**config.mk**
```make
export PLATFORM = sky130hd
export DESIGN_NAME = lsu_mem_ctrl_flat
export DESIGN_NICKNAME = d
export VERILOG_FILES = /design/src/rtl/lsu_pkg.sv /design/src/rtl/lsu_mem_ctrl_if.sv /design/src/rtl/lsu_lane_align.sv /design/src/rtl/lsu_mem_ctrl.sv /design/src/flat_wrapper.sv
export SDC_FILE = /design/constraint.sdc
export NUM_CORES = 1
export LEC_CHECK = 0
export CAP_MARGIN = 20
export CORE_UTILIZATION = 30
export DETAILED_ROUTE_END_ITERATION = 16
export PLACE_DENSITY = 0.64
export SYNTH_ARGS = -nofsm -noshare
export SYNTH_HDL_FRONTEND = slang
export SYNTH_SLANG_ARGS = --single-unit
```
**constraint.sdc**
```tcl
create_clock -name clk -period 2.3 [get_ports clk]
set_input_delay 0.46 -clock clk [delete_from_list [all_inputs] [get_ports clk]]
set_output_delay 0.46 -clock clk [all_outputs]
set_load 0.005 [all_outputs]
```
**src/rtl/lsu_pkg.sv**
```systemverilog
// Shared types and constants for the load/store unit: access-size codes,
// controller states, memory write-enable codes and alignment helpers.
package lsu_pkg;

  // Access size encodings carried on req_size (3 is reserved and behaves as a word)
  localparam logic [1:0] SZ_B = 2'd0;
  localparam logic [1:0] SZ_H = 2'd1;
  localparam logic [1:0] SZ_W = 2'd2;

  // Memory write-enable codes; the unit only ever issues full-word writes
  localparam logic [1:0] WE_NONE = 2'd0;
  localparam logic [1:0] WE_WORD = 2'd3;

  typedef enum logic [1:0] {
    IDLE = 2'd0,
    RD   = 2'd1,
    WR   = 2'd2,
    DONE = 2'd3
  } state_t;

  // Word and the reserved code both move a full 32-bit word
  function automatic logic is_word_size(input logic [1:0] size);
    return (size == SZ_W) || (size == 2'd3);
  endfunction

  // Half needs addr[0]=0, word needs addr[1:0]=0; bytes are always aligned
  function automatic logic is_misaligned(input logic [1:0] size, input logic [1:0] addr_lo);
    return ((size == SZ_H) && addr_lo[0]) || (is_word_size(size) && (addr_lo != 2'd0));
  endfunction

endpackage

```
**src/rtl/lsu_mem_ctrl_if.sv**
```systemverilog
// Request/response handshake and memory-side bus of the load/store unit.
// Optional macro LSU_MISALIGN_TRAP_EN adds the rsp_err response flag.
interface lsu_mem_ctrl_if #(
  parameter int ADDR_W = 32
);
  // Pipeline request side
  logic              req_valid;
  logic              req_ready;
  logic              req_we;
  logic [1:0]        req_size;
  logic              req_unsigned;
  logic [ADDR_W-1:0] req_addr;
  logic [31:0]       req_wdata;
  // Completion side
  logic              rsp_valid;
  logic [31:0]       rsp_rdata;
`ifdef LSU_MISALIGN_TRAP_EN
  logic              rsp_err;
`endif
  // Word-addressed data memory side
  logic [31:0]       mem_addr;
  logic [31:0]       mem_wdata;
  logic [1:0]        mem_we;
  logic [31:0]       mem_rdata;

  // Upstream pipeline plus the memory model sit on the master side
  modport master (
    output req_valid, req_we, req_size, req_unsigned, req_addr, req_wdata,
    input  req_ready, rsp_valid, rsp_rdata,
`ifdef LSU_MISALIGN_TRAP_EN
    input  rsp_err,
`endif
    input  mem_addr, mem_wdata, mem_we,
    output mem_rdata
  );

  // The load/store unit itself
  modport slave (
    input  req_valid, req_we, req_size, req_unsigned, req_addr, req_wdata,
    output req_ready, rsp_valid, rsp_rdata,
`ifdef LSU_MISALIGN_TRAP_EN
    output rsp_err,
`endif
    output mem_addr, mem_wdata, mem_we,
    input  mem_rdata
  );

endinterface

```
**src/rtl/lsu_lane_align.sv**
```systemverilog
// Combinational lane logic: picks and extends the load lane out of a word,
// and merges store data into the addressed lane of an old word.
module lsu_lane_align
  import lsu_pkg::*;
(
  input  logic [1:0]  size,
  input  logic        uns,
  input  logic [1:0]  addr_lo,
  input  logic [31:0] base,
  input  logic [31:0] wdata,
  output logic [31:0] load_data,
  output logic [31:0] merged
);

  logic [7:0]  byte_v;
  logic [15:0] half_v;

  // Load path: select the lane, then sign- or zero-extend it
  always_comb begin
    byte_v = base[7:0];
    case (addr_lo)
      2'd1:    byte_v = base[15:8];
      2'd2:    byte_v = base[23:16];
      2'd3:    byte_v = base[31:24];
      default: byte_v = base[7:0];
    endcase
    half_v = addr_lo[1] ? base[31:16] : base[15:0];
    case (size)
      SZ_B:    load_data = uns ? {24'd0, byte_v} : {{24{byte_v[7]}}, byte_v};
      SZ_H:    load_data = uns ? {16'd0, half_v} : {{16{half_v[15]}}, half_v};
      default: load_data = base;
    endcase
  end

  // Store path: each byte lane either takes new data or keeps the old byte
  for (genvar gi = 0; gi < 4; gi++) begin : g_lane
    localparam logic [1:0] LANE = 2'(gi);
    logic       sel;
    logic [7:0] src;

    // Decide whether this lane is written and which store byte feeds it
    always_comb begin
      case (size)
        SZ_B: begin
          sel = (addr_lo == LANE);
          src = wdata[7:0];
        end
        SZ_H: begin
          sel = (addr_lo[1] == LANE[1]);
          src = LANE[0] ? wdata[15:8] : wdata[7:0];
        end
        default: begin
          sel = 1'b1;
          src = wdata[8*gi +: 8];
        end
      endcase
    end

    assign merged[8*gi +: 8] = sel ? src : base[8*gi +: 8];
  end

endmodule

```
**src/rtl/lsu_mem_ctrl.sv**
```systemverilog
// Load/store unit in front of the word-addressed data memory. Sub-word
// stores are done as read-modify-write so memory only sees full words.
// Optional macro LSU_MISALIGN_TRAP_EN: misaligned half/word requests
// complete immediately with rsp_err=1 and no memory access.
module lsu_mem_ctrl
  import lsu_pkg::*;
#(
  parameter int ADDR_W    = 32,
  parameter int MEM_DEPTH = 1024,
  parameter int IDX_W     = 10
) (
  input logic         clk,
  input logic         rst,
  lsu_mem_ctrl_if.slave bus
);

  if (MEM_DEPTH != (1 << IDX_W)) begin : g_depth_check
    $error("MEM_DEPTH must equal 2**IDX_W");
  end

  state_t            state_reg, state_next;
  logic              we_reg;
  logic [1:0]        size_reg;
  logic              uns_reg;
  logic [IDX_W+1:0]  addr_reg;
  logic [31:0]       wdata_reg;
  logic [31:0]       old_reg;
  logic [31:0]       rdata_reg;
`ifdef LSU_MISALIGN_TRAP_EN
  logic              err_reg;
`endif

  logic              accept;
  logic              trap_hit;
  logic [IDX_W-1:0]  idx;
  logic [31:0]       lane_base;
  logic [31:0]       load_data;
  logic [31:0]       merged;

  logic              req_ready_c;
  logic              rsp_valid_c;
  logic [1:0]        mem_we_c;
  logic [31:0]       mem_addr_c;
  logic [31:0]       mem_wdata_c;

  // Address bits above the memory window are deliberately ignored (wrap)
  logic unused_addr_hi;
  assign unused_addr_hi = ^bus.req_addr[ADDR_W-1:IDX_W+2];

  assign accept = (state_reg == IDLE) && bus.req_valid;
  assign idx    = addr_reg[IDX_W+1:2];

`ifdef LSU_MISALIGN_TRAP_EN
  assign trap_hit = is_misaligned(bus.req_size, bus.req_addr[1:0]);
`else
  assign trap_hit = 1'b0;
`endif

  // In RD the old word is live on mem_rdata; in WR it comes from the capture
  assign lane_base = (state_reg == RD) ? bus.mem_rdata : old_reg;

  lsu_lane_align u_align (
    .size      (size_reg),
    .uns       (uns_reg),
    .addr_lo   (addr_reg[1:0]),
    .base      (lane_base),
    .wdata     (wdata_reg),
    .load_data (load_data),
    .merged    (merged)
  );

  // State register; reset drops straight to IDLE so any pending write dies
  always_ff @(posedge clk or negedge rst) begin
    if (!rst) state_reg <= IDLE;
    else      state_reg <= state_next;
  end

  // Next-state and state-decoded memory/handshake outputs
  always_comb begin
    state_next  = state_reg;
    req_ready_c = 1'b0;
    rsp_valid_c = 1'b0;
    mem_we_c    = WE_NONE;
    mem_addr_c  = 32'd0;
    mem_wdata_c = 32'd0;
    case (state_reg)
      IDLE: begin
        req_ready_c = 1'b1;
        if (bus.req_valid) begin
          if (trap_hit)
            state_next = DONE;
          else if (bus.req_we && is_word_size(bus.req_size))
            state_next = WR;
          else
            state_next = RD;
        end
      end
      RD: begin
        mem_addr_c = {{(32-IDX_W){1'b0}}, idx};
        // Present the merge result already, so mem_wdata is steady into WR
        if (we_reg) mem_wdata_c = merged;
        state_next = we_reg ? WR : DONE;
      end
      WR: begin
        mem_addr_c  = {{(32-IDX_W){1'b0}}, idx};
        mem_we_c    = WE_WORD;
        mem_wdata_c = merged;
        state_next  = DONE;
      end
      DONE: begin
        rsp_valid_c = 1'b1;
        state_next  = IDLE;
      end
      default: state_next = IDLE;
    endcase
  end

  // Request latch, old-word capture and load result register
  always_ff @(posedge clk or negedge rst) begin
    if (!rst) begin
      we_reg    <= 1'b0;
      size_reg  <= SZ_B;
      uns_reg   <= 1'b0;
      addr_reg  <= '0;
      wdata_reg <= 32'd0;
      old_reg   <= 32'd0;
      rdata_reg <= 32'd0;
`ifdef LSU_MISALIGN_TRAP_EN
      err_reg   <= 1'b0;
`endif
    end else begin
      if (accept) begin
        we_reg    <= bus.req_we;
        size_reg  <= bus.req_size;
        uns_reg   <= bus.req_unsigned;
        addr_reg  <= bus.req_addr[IDX_W+1:0];
        wdata_reg <= bus.req_wdata;
        // A trapped load reports zero data
        if (trap_hit && !bus.req_we) rdata_reg <= 32'd0;
`ifdef LSU_MISALIGN_TRAP_EN
        err_reg   <= trap_hit;
`endif
      end
      if (state_reg == RD) begin
        old_reg <= bus.mem_rdata;
        if (!we_reg) rdata_reg <= load_data;
      end
    end
  end

  assign bus.req_ready = req_ready_c;
  assign bus.rsp_valid = rsp_valid_c;
  // Stores complete with zero data; the last load result is otherwise held
  assign bus.rsp_rdata = (rsp_valid_c && we_reg) ? 32'd0 : rdata_reg;
  assign bus.mem_we    = mem_we_c;
  assign bus.mem_addr  = mem_addr_c;
  assign bus.mem_wdata = mem_wdata_c;
`ifdef LSU_MISALIGN_TRAP_EN
  assign bus.rsp_err   = rsp_valid_c && err_reg;
`endif

endmodule

```
**src/flat_wrapper.sv**
```systemverilog
// flat-port wrapper written by rule: the top's interface ports become plain ports
module lsu_mem_ctrl_flat import lsu_pkg::*;
#(
  parameter int ADDR_W    = 32,
  parameter int MEM_DEPTH = 1024,
  parameter int IDX_W     = 10
)
  (clk, rst, bus_req_valid, bus_req_we, bus_req_size, bus_req_unsigned, bus_req_addr, bus_req_wdata, bus_req_ready, bus_rsp_valid, bus_rsp_rdata, bus_mem_addr, bus_mem_wdata, bus_mem_we, bus_mem_rdata);
  lsu_mem_ctrl_if #(.ADDR_W(ADDR_W)) bus_i ();
  input logic clk;
  input logic rst;
  input wire logic [$bits(bus_i.req_valid)-1:0] bus_req_valid;
  input wire logic [$bits(bus_i.req_we)-1:0] bus_req_we;
  input wire logic [$bits(bus_i.req_size)-1:0] bus_req_size;
  input wire logic [$bits(bus_i.req_unsigned)-1:0] bus_req_unsigned;
  input wire logic [$bits(bus_i.req_addr)-1:0] bus_req_addr;
  input wire logic [$bits(bus_i.req_wdata)-1:0] bus_req_wdata;
  output wire logic [$bits(bus_i.req_ready)-1:0] bus_req_ready;
  output wire logic [$bits(bus_i.rsp_valid)-1:0] bus_rsp_valid;
  output wire logic [$bits(bus_i.rsp_rdata)-1:0] bus_rsp_rdata;
  output wire logic [$bits(bus_i.mem_addr)-1:0] bus_mem_addr;
  output wire logic [$bits(bus_i.mem_wdata)-1:0] bus_mem_wdata;
  output wire logic [$bits(bus_i.mem_we)-1:0] bus_mem_we;
  input wire logic [$bits(bus_i.mem_rdata)-1:0] bus_mem_rdata;
  assign bus_i.req_valid = bus_req_valid;
  assign bus_i.req_we = bus_req_we;
  assign bus_i.req_size = bus_req_size;
  assign bus_i.req_unsigned = bus_req_unsigned;
  assign bus_i.req_addr = bus_req_addr;
  assign bus_i.req_wdata = bus_req_wdata;
  assign bus_req_ready = bus_i.req_ready;
  assign bus_rsp_valid = bus_i.rsp_valid;
  assign bus_rsp_rdata = bus_i.rsp_rdata;
  assign bus_mem_addr = bus_i.mem_addr;
  assign bus_mem_wdata = bus_i.mem_wdata;
  assign bus_mem_we = bus_i.mem_we;
  assign bus_i.mem_rdata = bus_mem_rdata;
  lsu_mem_ctrl #(.ADDR_W(ADDR_W), .MEM_DEPTH(MEM_DEPTH), .IDX_W(IDX_W)) u_core (.clk(clk), .rst(rst), .bus(bus_i));
endmodule
```
**Word level (Yosys, flattened, before mapping)**

Cells that the tools add are included.

- Equality and inequality tests: 10
- Mux-type cells: 28
- Bitwise logic cells: 2
- Reduce and logical (&&, ||, !) cells: 10

Operator list:

| operator | number |
|---|---|
| 2-to-1 mux 32 bit | 5 |
| one-hot mux 32 bit (2 select lines) | 2 |
| 2-to-1 mux 8 bit | 6 |
| one-hot mux 8 bit (3 select lines) | 1 |
| 2-to-1 mux 16 bit | 1 |
| one-hot mux 8 bit (2 select lines) | 1 |
| == test 2 bit (second input constant) | 6 |
| 2-to-1 mux 10 bit | 1 |
| one-hot mux 1 bit (2 select lines) | 4 |
| one-hot mux 2 bit (4 select lines) | 1 |
| == test 2 x 1 -> 1 bit (second input constant) | 3 |
| zero test 2 bit | 3 |
| 2-to-1 mux 2 bit | 3 |
| OR reduction 2 bit | 2 |
| logical AND 1 bit | 3 |
| 2-to-1 mux 1 bit | 3 |
| inequality test 2 bit (second input constant) | 1 |
| inverter 1 bit | 2 |
| AND reduction 2 bit | 1 |
| logical OR 1 bit | 1 |

- Bits in registers: 114
- Output and inout port bits: 100
- Logic and storage cells: 58

**Depth between registers and ports, before layout**

Gate-level depths: netlist (run 1).

- Depth after elaboration: 6
- Gate-level depth with buffers: 9
- Mapped depth without buffers: 7

**By module**

A second synthesis (run 1) with hierarchy kept.

- Cells, all modules: 574
- Area total of the unflattened synthesis: 6846.6 um^2

Modules (own cells, without submodules):

| module | instances | cells each | area an instance (um^2) | seq. area each (um^2) |
|---|---|---|---|---|
| lsu_mem_ctrl | 1 | 366 | 5176.2 | 2852.7 |
| lsu_lane_align | 1 | 208 | 1670.4 | 0.0 |

**Worst setup path before layout (run 1)**

Ideal clock, no wire load.

- Path kind: register -> output
- From: reg u_core.state_reg[1]
- To: out bus_mem_wdata[20]
- Arrival: 1.750 ns
- Data required time: 1.840 ns
- Slack: 0.090 ns
- Stages on the path, launching flop included: 9
- Cell sequence: dfrtp_1 inv_1 ha_1 buf_6 buf_2 buf_2 mux2_2 mux2i_1 nor2_1

- Longest elaborated chain between the ends: 5
- Elaborated cells between the ends (all ways): 6

RTL lines:

| what | RTL line | text |
|---|---|---|
| from (decl) | lsu_mem_ctrl.sv:21 | `state_t state_reg, state_next;` |
| from (signal assigned) | lsu_mem_ctrl.sv:75 | `else state_reg <= state_next;` |
| == test 2 x 1 -> 1 bit * | lsu_mem_ctrl.sv:60 | `assign lane_base = (state_reg == RD) ? bus.mem_rdata : old_reg;` |
| 2-to-1 mux 32 bit * | lsu_mem_ctrl.sv:60 |  |
| net u_core.lane_base[20] | lsu_mem_ctrl.sv:36 | `logic [31:0] lane_base;` |
| 2-to-1 mux 8 bit * | lsu_lane_align.sv:59 | `assign merged[8*gi +: 8] = sel ? src : base[8*gi +: 8];` |
| 2-to-1 mux 32 bit | lsu_mem_ctrl.sv:101 | `if (we_reg) mem_wdata_c = merged;` |
| one-hot mux 32 bit (2 select lines) * | lsu_mem_ctrl.sv:86 | `case (state_reg)` |
| to (decl) | flat_wrapper.sv:22 | `output wire logic [$bits(bus_i.mem_wdata)-1:0] bus_mem_wdata;` |

The timed path passes the listed nets; every way through them passes the cells marked *.

**Worst setup path after layout (run 1)**

- From: reg u_core.state_reg[0]
- To: out bus_mem_wdata[10]

Same word-level chain as after synthesis.

==> results.json, run 1 <==
{
  "outcome": "finished, violations left",
  "violations": "setup timing",
  "r2r_start": "u_core.state_reg[0]",
  "clock-sinks": 114,
  "stdcell_count": 1163,
  "floorplan.rows": 52,
  "cts_buffers": 17,
  "drv_cap": 0,
  "clk_transition_reported_paths_ns": 0.06,
  "synth.distinct_cells": 41,
  "drt_iter0_markers": 337,
  "n_antenna_cell": 0,
  "vias": 5650,
  "fmax_ghz": 0.380,
  "critPathKind": "register to output pin",
  "use_met1_pct": 28.6,
  "drive_above_1_share_pct": 47.3,
  "hold_class": "input pin to async pin",
  "first_global_vias": 5759,
  "ys.flop_type": "dfrtp_1",
  "gr-usage-met3_pct": 4.38,
  "skew_ns": 0.00651,
  "antenna_left": 0,
  "grt_pass1_wl_um": 33300,
  "vias_per_cell": 4.86,
  "cts_tree": "yes",
  "io_pins": 203,
  "top_usage_layer": "met2",
  "critPathCaptureType": "output pin",
  "fin_crit_sh_pct": 114,
  "ys_top_cells_by_area": "dfrtp_1 45%, mux2_2 15%, and2_1 4.3%",
  "synth_top_cell_by_area": "dfrtp_1",
  "final_common_cell": "dfrtp_1",
  "die_w_um": 147,
  "hold_violations": 0,
  "worstMarginPinSlew_ns": 0.536,
  "antenna_found_initial": 0,
  "die_area_sq_um": 21500,
  "areaGrowthSynthToFinish_pct": 64.5,
  "clk_latency_ns": 0.42,
  "synth.yosys.seq_area_share_pct": 45.5,
  "power.leakage_nw": 4.58,
  "cts-root-buf": "clkbuf_16",
  "start_util_pct": 30.8,
  "overflow": 0,
  "synth_seq_cells": 114,
  "setup_viol": 75,
  "rsz0062_at_grt": "true",
  "yosysWarningCount": 0,
  "drc": 0,
  "cts_buffer_depth": 2,
  "cp-startpoint": "u_core.state_reg[0]",
  "wirelength_um": 21400,
  "fin_nets": 987,
  "grt_max_degree": 51,
  "first_pass_iters": 4,
  "netlist_area_sq_um": 6270,
  "crit_path_start_kind": "register",
  "arrival_ns": 2.17,
  "die_h_um": 147,
  "h-tree-depth": 4,
  "synth-edff-count": 0,
  "hold_ws_ns": 0.472,
  "grt.total_usage_pct": 20.5,
  "async_flop_share_pct": 100,
  "finalWorstPathRequiredPeriod_ns": 2.63,
  "wire_per_inst_um": 18.4,
  "placed_cells": 1093,
  "synth_top_area_share_pct": 45.5,
  "powerDensity_nw_per_um2": 1750,
  "avgSynthCellArea_sq_um": 10.2,
  "mostFrequentLayoutCells": "112 x dfrtp_1, 87 x buf_4, 84 x clkdlybuf4s50_1",
  "dpl.hpwl_um": 14600,
  "gp_congestion": 0.809,
  "tns_ns": -9.83,
  "maxSlewViolCount": 0,
  "cp_max_fo": 6,
  "port_buffers": 160,
  "fp.coreArea_sq_um": 20400,
  "worstPathRequired_ns": 1.84,
  "fin_ws_ns": -0.332,
  "peakVddDrop_uv": 889,
  "synthCells": 616,
  "grt_use_met2_pct": 31.5,
  "max_slew_margin_pct": 64.2
}
[synthesized netlist by cell type (2+ instances only)]
cell and instances:
a211oi_1 3, a21bo_2 6, a21oi_1 9, a21oi_2 2
a221oi_1 4, a22oi_1 27, a2bb2oi_1 5, a311oi_1 8
a31o_2 2, a31oi_1 12, and2_1 43, buf_1 4
buf_2 10, buf_4 23, buf_6 2, clkbuf_1 28
dfrtp_1 114, ha_1 4, inv_1 7, mux2_2 85
mux2i_1 26, nand2_1 63, nand2b_1 4, nand3_1 5
nor2_1 60, nor2b_1 5, nor3_1 8, o211ai_1 14
o21ai_0 21
[cell families (layout without fill, tap and decap cells)]
| family | after synthesis | after routing | share of synthesized area [%] |
|---|---|---|---|
| flops | 114 | 114 | 45.5 |
| compound gates | 120 | 120 | 13.8 |
| fa+ha+maj | 4 | 4 | 0.798 |
| simple gates | 190 | 190 | 13.8 |
| buf+inv | 75 | 331 | 6.30 |
| mux | 112 | 112 | 19.8 |
| other cells | 1 | 22 | 0.0598 |
[area by class of cell]
cell class / instances / area, sq um
timing repair buffer: 291 / 2680
sequential: 114 / 2860
multi-input combinational: 448 / 3780
inverter: 8 / 30.0
clock buffer: 19 / 453
fill: 1856 / 10000
tap: 270 / 338
clock inverter: 13 / 181
[critical path, stage by stage (launching register included)]
cell	delay (ns)
dfrtp_2	0.45
ha_4	0.19
buf_12	0.14
buf_8	0.13
buf_4	0.13
mux2_4	0.22
nor2_2	0.05
a311oi_4	0.26
buf_2	0.17
[timing repair]
action                                  4_1_cts  5_1_grt
gates resized for setup                     361      105
hold endpoints to repair                     16        0
gates cloned                                  8        1
buffers inserted                             28       11
hold buffers                                  1        0
pin swaps                                    45       23
endpoints found under the setup margin       98       94
[worst paths after layout]
path	to	slack, ns	cells after the start
worst max register to register	u_core.rdata_reg[22]	-0.14	10
worst max-delay path	bus_mem_wdata[10]	-0.33	8
max in group asynchronous	u_core.size_reg[1]	1.25	3
min in group clk	u_core.addr_reg[2]	0.50	1
worst min register to register	u_core.addr_reg[2]	0.50	1
worst min-delay path	u_core.rdata_reg[17]	0.47	2
[metal layers]
metal	part of all wire [%]	up-vias	wire [um]
met3	5.1	21	1100
li1	-	2677	-
met1	47	2753	10100
met4	1.8	0	387
met2	46	199	9870
met5	0	-	0
[power by group]
group | internal, W | switching, W
clock | 0.00187 | 0.00100
combinational | 0.00618 | 0.00532
sequential | 0.00305 | 0.000643
[per-stage QoR]
stage	worst slack (ns)	power, W	utilization, %	instance area (sq um)
finish	-0.332	0.0181	50.7	10300
global route	-0.361	0.0191	50.7	10300
CTS	-0.293	0.0177	50.4	10300
detailed placement	-0.322	0.0128	43.0	8750
global placement	-0.283	0.0126	43.0	8750
floorplan	0.0896	0.00825	-	6350
Power figures use the tool's default switching activity.
==> inputs of run 2 (changes only) <==
CTS_CLUSTER_SIZE = 8   (was unset)
==> results of run 2 <==
No change in the layout: final DEF, timing and power equal those of run 1.
